==> config.mk <==
export PLATFORM = sky130hd
export DESIGN_NAME = bf16_add_normalize_flat
export DESIGN_NICKNAME = d
export VERILOG_FILES = /design/src/rtl/bf16_add_normalize_if.sv /design/src/rtl/bf16_add_normalize.sv /design/src/flat_wrapper.sv
export SDC_FILE = /design/constraint.sdc
export NUM_CORES = 1
export LEC_CHECK = 0
export ABC_AREA = 1
export CAP_MARGIN = 20
export CORE_MARGIN = 8
export CORE_UTILIZATION = 54
export CTS_BUF_LIST = sky130_fd_sc_hd__clkbuf_4 sky130_fd_sc_hd__clkbuf_8
export DETAILED_ROUTE_END_ITERATION = 12
export PLACE_DENSITY = 0.78
export SLEW_MARGIN = 40
export SYNTH_ARGS = -nofsm -noshare
export SYNTH_HDL_FRONTEND = slang
export SYNTH_SLANG_ARGS = --single-unit
==> constraint.sdc <==
create_clock -name clk -period 2.7 [get_ports clk]
set_clock_uncertainty 0.1 [all_clocks]
set_input_delay 0.81 -clock clk [delete_from_list [all_inputs] [get_ports clk]]
set_output_delay 0.81 -clock clk [all_outputs]
set_load 0.02 [all_outputs]
==> src/rtl/bf16_add_normalize_if.sv <==
// Bus bundle between the bf16 add branch and its normalise/round/pack stage.
// The master drives the un-normalised sum; the slave returns the packed bfloat16 result.
interface bf16_add_normalize_if #(
  parameter int unsigned G = 6
);
  logic            in_valid;
  logic [G+15:0]   in_alu_r;
  logic [31:0]     in_exp_r;
  logic            in_s_r;
  logic            in_exc_flag;
  logic            in_err_code;
  logic            out_valid;
  logic [15:0]     out_result;
  logic            out_ovf;
  logic            out_unf;
  logic            out_inexact;

  modport master (
    output in_valid, in_alu_r, in_exp_r, in_s_r, in_exc_flag, in_err_code,
    input  out_valid, out_result, out_ovf, out_unf, out_inexact
  );

  modport slave (
    input  in_valid, in_alu_r, in_exp_r, in_s_r, in_exc_flag, in_err_code,
    output out_valid, out_result, out_ovf, out_unf, out_inexact
  );
endinterface

==> src/rtl/bf16_add_normalize.sv <==
// Normalise, round-to-nearest-even and pack a bf16 adder sum.
// Pipeline: S1 input + leading-one, S2 normalise, S3 round, then packed output registers.
module bf16_add_normalize #(
   parameter int unsigned G = 6
) (
   input  logic                   clk,
   input  logic                   reset,
   bf16_add_normalize_if.slave    bus
);

   localparam int unsigned W  = G + 16;
   localparam int unsigned H  = G + 7;
   localparam int unsigned PW = $clog2(W);

   // S1
   logic          v1_q, s1_q, exc1_q, err1_q, z1_q;
   logic [W-1:0]  alu1_q;
   logic [31:0]   exp1_q;
   logic [PW-1:0] p1_q, p1_d;
   // S2 (hidden bit dropped: always 1 for non-zero sums)
   logic          v2_q, s2_q, exc2_q, err2_q, z2_q, sticky2_q, sticky2_d;
   logic [H-1:0]  mant2_q, mant2_d;
   logic [31:0]   e2_q, e2_d;
   logic [PW-1:0] sh;
   // S3
   logic          v3_q, s3_q, exc3_q, err3_q, z3_q, inx3_q, inx3_d;
   logic [6:0]    frac3_q, frac3_d;
   logic [31:0]   e3_q, e3_d;
   logic          lsb, rnd, stk, inc, carry;
   // Output
   logic          valid_q, ovf_q, ovf_d, unf_q, unf_d, inx_q, inx_d;
   logic [15:0]   result_q, result_d;

   always_comb begin
      p1_d = '0;
      for (int i = 0; i < int'(W); i++) begin
         if (bus.in_alu_r[i]) p1_d = PW'(i);
      end
   end

   always_comb begin
      sh        = '0;
      mant2_d   = '0;
      sticky2_d = 1'b0;
      if (p1_q > PW'(H)) begin
         sh        = p1_q - PW'(H);
         mant2_d   = H'(alu1_q >> sh);
         sticky2_d = |(alu1_q & ~({W{1'b1}} << sh));
      end else begin
         sh      = PW'(H) - p1_q;
         mant2_d = H'(alu1_q << sh);
      end
      e2_d = exp1_q + 32'(p1_q) - 32'(H);
   end

   always_comb begin
      lsb     = mant2_q[G];
      rnd     = mant2_q[G-1];
      stk     = (|mant2_q[G-2:0]) | sticky2_q;
      inc     = rnd & (stk | lsb);
      // All-ones fraction plus increment wraps to zero and bumps the exponent.
      carry   = inc & (&mant2_q[H-1:G]);
      frac3_d = mant2_q[H-1:G] + 7'(inc);
      e3_d    = e2_q + 32'(carry);
      inx3_d  = rnd | stk;
   end

   always_comb begin
      result_d = {s3_q, e3_q[7:0], frac3_q};
      ovf_d    = 1'b0;
      unf_d    = 1'b0;
      inx_d    = inx3_q;
      if (exc3_q) begin
         result_d = err3_q ? 16'h7FC0 : {s3_q, 8'hFF, 7'h0};
         inx_d    = 1'b0;
      end else if (z3_q) begin
         result_d = 16'h0000;
         inx_d    = 1'b0;
      end else if ($signed(e3_q) >= 32'sd255) begin
         result_d = {s3_q, 8'hFF, 7'h0};
         ovf_d    = 1'b1;
         inx_d    = 1'b1;
      end else if ($signed(e3_q) <= 32'sd0) begin
         result_d = {s3_q, 15'h0};
         unf_d    = 1'b1;
         inx_d    = 1'b1;
      end
      if (!v3_q) begin
         ovf_d = 1'b0;
         unf_d = 1'b0;
         inx_d = 1'b0;
      end
   end

   always_ff @(posedge clk or negedge reset) begin
      if (!reset) begin
         v1_q      <= 1'b0;  s1_q <= 1'b0;  exc1_q <= 1'b0;  err1_q <= 1'b0;  z1_q <= 1'b0;
         alu1_q    <= '0;    exp1_q <= '0;  p1_q <= '0;
         v2_q      <= 1'b0;  s2_q <= 1'b0;  exc2_q <= 1'b0;  err2_q <= 1'b0;  z2_q <= 1'b0;
         sticky2_q <= 1'b0;  mant2_q <= '0; e2_q <= '0;
         v3_q      <= 1'b0;  s3_q <= 1'b0;  exc3_q <= 1'b0;  err3_q <= 1'b0;  z3_q <= 1'b0;
         inx3_q    <= 1'b0;  frac3_q <= '0; e3_q <= '0;
         valid_q   <= 1'b0;  result_q <= '0; ovf_q <= 1'b0;  unf_q <= 1'b0;   inx_q <= 1'b0;
      end else begin
         v1_q      <= bus.in_valid;
         s1_q      <= bus.in_s_r;
         exc1_q    <= bus.in_exc_flag;
         err1_q    <= bus.in_err_code;
         z1_q      <= (bus.in_alu_r == '0);
         alu1_q    <= bus.in_alu_r;
         exp1_q    <= bus.in_exp_r;
         p1_q      <= p1_d;
         v2_q      <= v1_q;
         s2_q      <= s1_q;
         exc2_q    <= exc1_q;
         err2_q    <= err1_q;
         z2_q      <= z1_q;
         sticky2_q <= sticky2_d;
         mant2_q   <= mant2_d;
         e2_q      <= e2_d;
         v3_q      <= v2_q;
         s3_q      <= s2_q;
         exc3_q    <= exc2_q;
         err3_q    <= err2_q;
         z3_q      <= z2_q;
         inx3_q    <= inx3_d;
         frac3_q   <= frac3_d;
         e3_q      <= e3_d;
         valid_q   <= v3_q;
         result_q  <= result_d;
         ovf_q     <= ovf_d;
         unf_q     <= unf_d;
         inx_q     <= inx_d;
      end
   end

   assign bus.out_valid   = valid_q;
   assign bus.out_result  = result_q;
   assign bus.out_ovf     = ovf_q;
   assign bus.out_unf     = unf_q;
   assign bus.out_inexact = inx_q;

endmodule

==> src/flat_wrapper.sv <==
// flat-port wrapper written by rule: the top's interface ports become plain ports
module bf16_add_normalize_flat 
#(
   parameter int unsigned G = 6
)
  (clk, reset, bus_in_valid, bus_in_alu_r, bus_in_exp_r, bus_in_s_r, bus_in_exc_flag, bus_in_err_code, bus_out_valid, bus_out_result, bus_out_ovf, bus_out_unf, bus_out_inexact);
  bf16_add_normalize_if #(.G(G)) bus_i ();
  input  logic clk;
  input  logic reset;
  input wire logic [$bits(bus_i.in_valid)-1:0] bus_in_valid;
  input wire logic [$bits(bus_i.in_alu_r)-1:0] bus_in_alu_r;
  input wire logic [$bits(bus_i.in_exp_r)-1:0] bus_in_exp_r;
  input wire logic [$bits(bus_i.in_s_r)-1:0] bus_in_s_r;
  input wire logic [$bits(bus_i.in_exc_flag)-1:0] bus_in_exc_flag;
  input wire logic [$bits(bus_i.in_err_code)-1:0] bus_in_err_code;
  output wire logic [$bits(bus_i.out_valid)-1:0] bus_out_valid;
  output wire logic [$bits(bus_i.out_result)-1:0] bus_out_result;
  output wire logic [$bits(bus_i.out_ovf)-1:0] bus_out_ovf;
  output wire logic [$bits(bus_i.out_unf)-1:0] bus_out_unf;
  output wire logic [$bits(bus_i.out_inexact)-1:0] bus_out_inexact;
  assign bus_i.in_valid = bus_in_valid;
  assign bus_i.in_alu_r = bus_in_alu_r;
  assign bus_i.in_exp_r = bus_in_exp_r;
  assign bus_i.in_s_r = bus_in_s_r;
  assign bus_i.in_exc_flag = bus_in_exc_flag;
  assign bus_i.in_err_code = bus_in_err_code;
  assign bus_out_valid = bus_i.out_valid;
  assign bus_out_result = bus_i.out_result;
  assign bus_out_ovf = bus_i.out_ovf;
  assign bus_out_unf = bus_i.out_unf;
  assign bus_out_inexact = bus_i.out_inexact;
  bf16_add_normalize #(.G(G)) u_core (.clk(clk), .reset(reset), .bus(bus_i));
endmodule
* Word-level counts from Yosys, hierarchy flattened
Cells that the tools add are included.
** Word-level totals
- Register bits after elaboration :: 180
- Bits of input ports :: 60
- Output and inout port bits :: 20
- Logic and storage cells :: 94
** Cells by class
- $add $sub $neg :: 6
- Order comparisons :: 3
- Shift-type cells :: 3
- Mux-type cells :: 42
- Bitwise logic cells :: 7
- Reduce and logical (&&, ||, !) cells :: 4
** Operators with widths (number)
- 2-to-1 mux 5 bit :: 20
- 2-to-1 mux 16 bit :: 3
- adder 32 x 1 -> 32 bit :: 1
- adder 32 x 5 -> 32 bit :: 1
- greater-or-equal comparator 32 x 9 -> 1 bit, second input constant :: 1
- <= comparator 32 x 1 -> 1 bit, second input constant :: 1
- subtractor 32 x 4 -> 32 bit, second input constant :: 1
- 2-to-1 mux 15 bit :: 2
- AND 22 bit :: 1
- zero test 22 bit :: 1
- NOT 22 bit :: 1
- OR reduction 22 bit :: 1
- << shifter 22 x 5 -> 13 bit :: 1
- << shifter 22 x 5 -> 22 bit, first input constant :: 1
- >> shifter 22 x 5 -> 13 bit :: 1
- 2-to-1 mux 1 bit :: 16
- 2-to-1 mux 13 bit :: 1
- adder 7 x 1 -> 7 bit :: 1
- AND reduction 7 bit :: 1
- greater-than comparator 5 x 4 -> 1 bit, second input constant :: 1
- OR reduction 5 bit :: 1
- subtractor 4 x 5 -> 5 bit, first input constant :: 1
- subtractor 5 x 4 -> 5 bit, second input constant :: 1
- OR 1 bit :: 3
- AND 1 bit :: 2

* Longest topological paths before layout
- Depth in word-level cells :: 21
- Gate-level depth with buffers :: 21

* Worst setup path after synthesis
OpenSTA, ideal clock, no wires.
- Path type :: register -> register
- Start :: register u_core.p1_q[0]
- End :: register u_core.e2_q[25]
- Setup time :: 117 ps
- Arrival time :: 2570 ps
- Required time :: 2483 ps
- Path slack :: -87 ps
- Cell stages (with the launch flop) :: 17
- Period minus slack after synthesis :: 2787 ps
- Path through :: dfrtp_1 buf_6 inv_2 buf_2 ha_1 inv_1 ha_1 inv_1 fa_1 o21a_1 o21ai_1 a21oi_1 o21ai_2 a21oi_2 nand3b_1 nand3_1 nand2_1
** On the way
- Word-level cells in the longest chain between the ends :: 2
** Ends and longest elaborated chain
- start: declaration :: line bf16_add_normalize.sv:19 : logic [PW-1:0] p1_q, p1_d;
- start signal: assignment :: line bf16_add_normalize.sv:112 : p1_q <= p1_d;
- adder 32 x 5 -> 32 bit :: line bf16_add_normalize.sv:53 : e2_d = exp1_q + 32'(p1_q) - 32'(H);
- subtractor 32 x 4 -> 32 bit :: line bf16_add_normalize.sv:53
- net u_core.e2_d[25] :: line bf16_add_normalize.sv:23 : logic [31:0] e2_q, e2_d;
- end signal: assignment :: line bf16_add_normalize.sv:100 : sticky2_q <= 1'b0; mant2_q <= '0; e2_q <= '0;
- end signal: assignment :: line bf16_add_normalize.sv:120 : e2_q <= e2_d;
- end: declaration :: line bf16_add_normalize.sv:23
The timed path passes the listed nets, and every way through them passes these cells.

* Final worst setup path
- Start :: register u_core.mant2_q[3]
- End :: register u_core.e3_q[30]
** On the way
- Word-level cells in the longest chain between the ends :: 6
** Ends and longest elaborated chain
- start: declaration :: line bf16_add_normalize.sv:22 : logic [H-1:0] mant2_q, mant2_d;
- start signal: assignment :: line bf16_add_normalize.sv:119 : mant2_q <= mant2_d;
- OR reduction 5 bit :: line bf16_add_normalize.sv:59 : stk = (|mant2_q[G-2:0]) | sticky2_q;
- OR 1 bit :: line bf16_add_normalize.sv:59
- OR 1 bit :: line bf16_add_normalize.sv:60 : inc = rnd & (stk | lsb);
- AND 1 bit :: line bf16_add_normalize.sv:60
- AND 1 bit :: line bf16_add_normalize.sv:62 : carry = inc & (&mant2_q[H-1:G]);
- adder 32 x 1 -> 32 bit :: line bf16_add_normalize.sv:64 : e3_d = e2_q + 32'(carry);
- net u_core.e3_d[30] :: line bf16_add_normalize.sv:28 : logic [31:0] e3_q, e3_d;
- end signal: assignment :: line bf16_add_normalize.sv:102 : inx3_q <= 1'b0; frac3_q <= '0; e3_q <= '0;
- end signal: assignment :: line bf16_add_normalize.sv:128 : e3_q <= e3_d;
- end: declaration :: line bf16_add_normalize.sv:28
The timed path passes the listed nets, and every way through them passes these cells.

==> impl_metrics.tcl <==
set metrics [dict create \
    syn_area_sq_um 9300 \
    synth_top_family_by_area "simple AND/OR/NAND/NOR gates" \
    cpMostUsedCell "nor3b_2" \
    clock_path_buffers 2 \
    hold_viol_final 0 \
    crit_family "simple AND/OR/NAND/NOR gates" \
    portBuffers 79 \
    via_per_inst 5.32 \
    synthSimpleGateAreaFrac 0.187 \
    wl_met3_um 1250 \
    clkTransAtPathRegs_ns 0.09 \
    synth_largest_area_cell "dfrtp_1" \
    startpoint_type "register" \
    cts_tree "yes" \
    fp-row-count 48 \
    drv_cap 0 \
    num_antenna_cells 0 \
    syn_to_final_growth_pct 22.4 \
    avgSynthCellArea_sq_um 8.79 \
    top_layer "met4" \
    cpMaxStageDelayCell "dfrtp_1" \
    numCtsBuffers 17 \
    arrival_ns 3.12 \
    core_area_sq_um 17100 \
    numClockSinks 180 \
    end_kind "register" \
    drtIter0Drc 579 \
    worstPathBufferInverterCount 0 \
    yosys_register_bits 180 \
    grt_pass1_vias 7134 \
    async_reset_ff_frac 1.00 \
    post-route-min-period_ns 2.84 \
    final.period_utilization 1.05 \
    synth_fa_ha_area_frac 0.0640 \
    fin_ws_ns -0.141 \
    cp.required_ns 2.98 \
    syn_inst 1058 \
    synth_nets 1165 \
    ant_nets 0 \
    antenna_found_initial 0 \
    setup_tns_ns -0.440 \
    cts_root_buf "clkbuf_8" \
    final-setup-viol-count 7 \
    start_util 0.545 \
    rsz0062_at_grt "true" \
    peakVddDrop_mv 0.388 \
    layout_commonest_cell "nand2_1" \
    path_cells "nor4_1 -> nor3b_2 -> a21oi_1 -> nor3b_2 -> ha_2 -> ha_4 -> nand3_4 -> nor2_4 -> nand2_2 -> nor4_4 -> nand3b_4 -> nor3_4 -> nand4_2 -> nor2_2 -> nand2_1 -> xnor2_1" \
    status "complete, but fails checks" \
    synthMuxAreaShare 0.0108 \
    routed-via-count 7647 \
    layout-drive-gt1-share 0.133 \
    grt_max_degree 56 \
    gp_congestion 0.950 \
    grt-ovfl-total 0 \
    synth_warnings 0 \
    dp_hpwl_um 16100 \
    die_area_sq_um 21700 \
    synth_xor_xnor_area_share 0.0620 \
    drc_errors 0 \
    htree_levels 4 \
    slew_headroom 0.655 \
    worst_pin_slew_ns 0.517 \
    grt_pass1_wl_um 33900 \
    ys_top_cells_by_area "dfrtp_1 48%, nand2_1 8.8%, ha_1 6.2%" \
    r2r_slack_ns -0.14 \
    synth_top_area_frac 0.484 \
    grt_usage 0.193 \
    path_class "reg -> reg" \
    ys_seq_area_frac 0.484 \
    wl_per_cell_um 15.0 \
    crit_fanout 2 \
    ioPinCount 80 \
    utilization 0.667 \
    clkLatencyLatePin_ns 0.47 \
    wl_met2_um 9900 \
    m1WireLength_um 10000 \
    hold_class "in -> async" \
    final_cell_mix "218 x nand2_1, 179 x dfrtp_1, 128 x inv_1" \
    dr.pass1.iters 7 \
    final_max_slew_viol_count 0 \
    nFillCells 1383 \
    synth_ff_type "dfrtp_1" \
    fp.dieW_um 147 \
    wirelength_um 21600 \
    synth_edf_count 0 \
    r2r_cells 16 \
    violations "negative setup slack" \
    clock.fmax_ghz 0.352 \
    power.leakage_nw 5.43 \
    critPathMaxStageDelay_ns 0.35 \
    synth_compound_area_frac 0.125 \
    synth.distinct_cells 53 \
    nets 1306 \
    p_per_area_nw_per_um2 600 \
    die_y_um 147 \
    r2r-start "u_core.mant2_q[3]" \
    reg2reg_to "u_core.e3_q[30]" \
]
## state kept, by name, summed over array words and instances (netlist names), 5 cells and up
register,count
u_core.frac3_q,7
u_core.mant2_q,13
u_core.exp1_q,32
u_core.bus.out_result,16
u_core.e3_q,32
u_core.p1_q,5
u_core.alu1_q,22
u_core.e2_q,32
## metrics by stage
stage / instances / hold slack, ns / setup slack, ns / instance area (sq um) / total power [mW]
after CTS: 1419 / 0.191 / -0.0384 / 11100 / 6.77
after floorplan: 1058 / 0.231 / 0.00652 / 9310 / 4.32
after global placement: 1386 / 0.232 / -0.0264 / 10600 / 4.90
after detailed placement: 1386 / 0.235 / -0.161 / 10600 / 4.93
final: 1437 / 0.184 / -0.141 / 11400 / 6.83
after global routing: 1437 / 0.201 / -0.348 / 11400 / 7.22
## cell families (layout without fill, tap and decap cells)
kind of cell	Yosys count	in the layout
XOR/XNOR	65	65
flip-flops	180	180
AO/OA/AOI/OAI	204	204
buffers and inverters	160	314
AND/OR/NAND/NOR	392	392
multiplexers	10	10
adder cells (fa/ha/maj)	47	47
## power by group
group	internal (mW)	switching, mW	leakage [nW]
combinational	0.687	0.983	3.11
clock	0.776	1.05	0.206
sequential	3.08	0.264	2.11
## synth_stat cells, drive strengths merged, types with 3 or more instances
| library cell | instances |
|---|---|
| nand2 | 221 |
| dfrtp | 180 |
| inv | 143 |
| o21ai | 91 |
| nor2 | 81 |
| a21oi | 64 |
| ha | 46 |
| nand3 | 42 |
| xor2 | 42 |
| xnor2 | 23 |
| nand4 | 14 |
| o211ai | 13 |
| nor3 | 12 |
| nor4 | 12 |
| clkbuf | 10 |
| mux2i | 10 |
| buf | 7 |
| o221ai | 6 |
| a31oi | 5 |
| nand3b | 4 |
| o21a | 4 |
| o21bai | 4 |
| o22ai | 4 |
| a21boi | 3 |
| a21o | 3 |
| or2 | 3 |
## final cells by class
cell class / count / area, sq um / share of cell area
clock buffer: 17 / 234 / 0.0206
inverter: 143 / 537 / 0.0472
timing repair buffer: 139 / 1270 / 0.111
clock inverter: 15 / 158 / 0.0139
multi-input combinational: 718 / 4400 / 0.386
tap: 225 / 282 / 0.0247
sequential: 180 / 4510 / 0.396
## worst max-delay path by stage
stage	startpoint	to	cells after the start
finish	u_core.mant2_q[3]	u_core.e3_q[30]	16
global route	u_core.mant2_q[3]	u_core.e3_q[30]	16
CTS	u_core.mant2_q[3]	u_core.e3_q[30]	16
detailed placement	u_core.mant2_q[3]	u_core.e3_q[30]	16
global placement	u_core.mant2_q[4]	u_core.e3_q[30]	16
floorplan	u_core.p1_q[0]	u_core.e2_q[25]	16
## what timing repair did
| action | CTS | global route |
|---|---|---|
| hold buffers | 0 | 0 |
| pin swaps | 0 | 16 |
| endpoints found under the setup margin | 6 | 23 |
| buffers inserted | 1 | 19 |
| gates resized for setup | 7 | 31 |
## per-layer routing
metal,up-vias,GRT usage
li1,3759,-
met1,3585,0.267
met2,260,0.296
met3,43,0.0440
met4,0,0.0597
met5,-,0
Note: power is estimated with default switching activity, not from simulation.
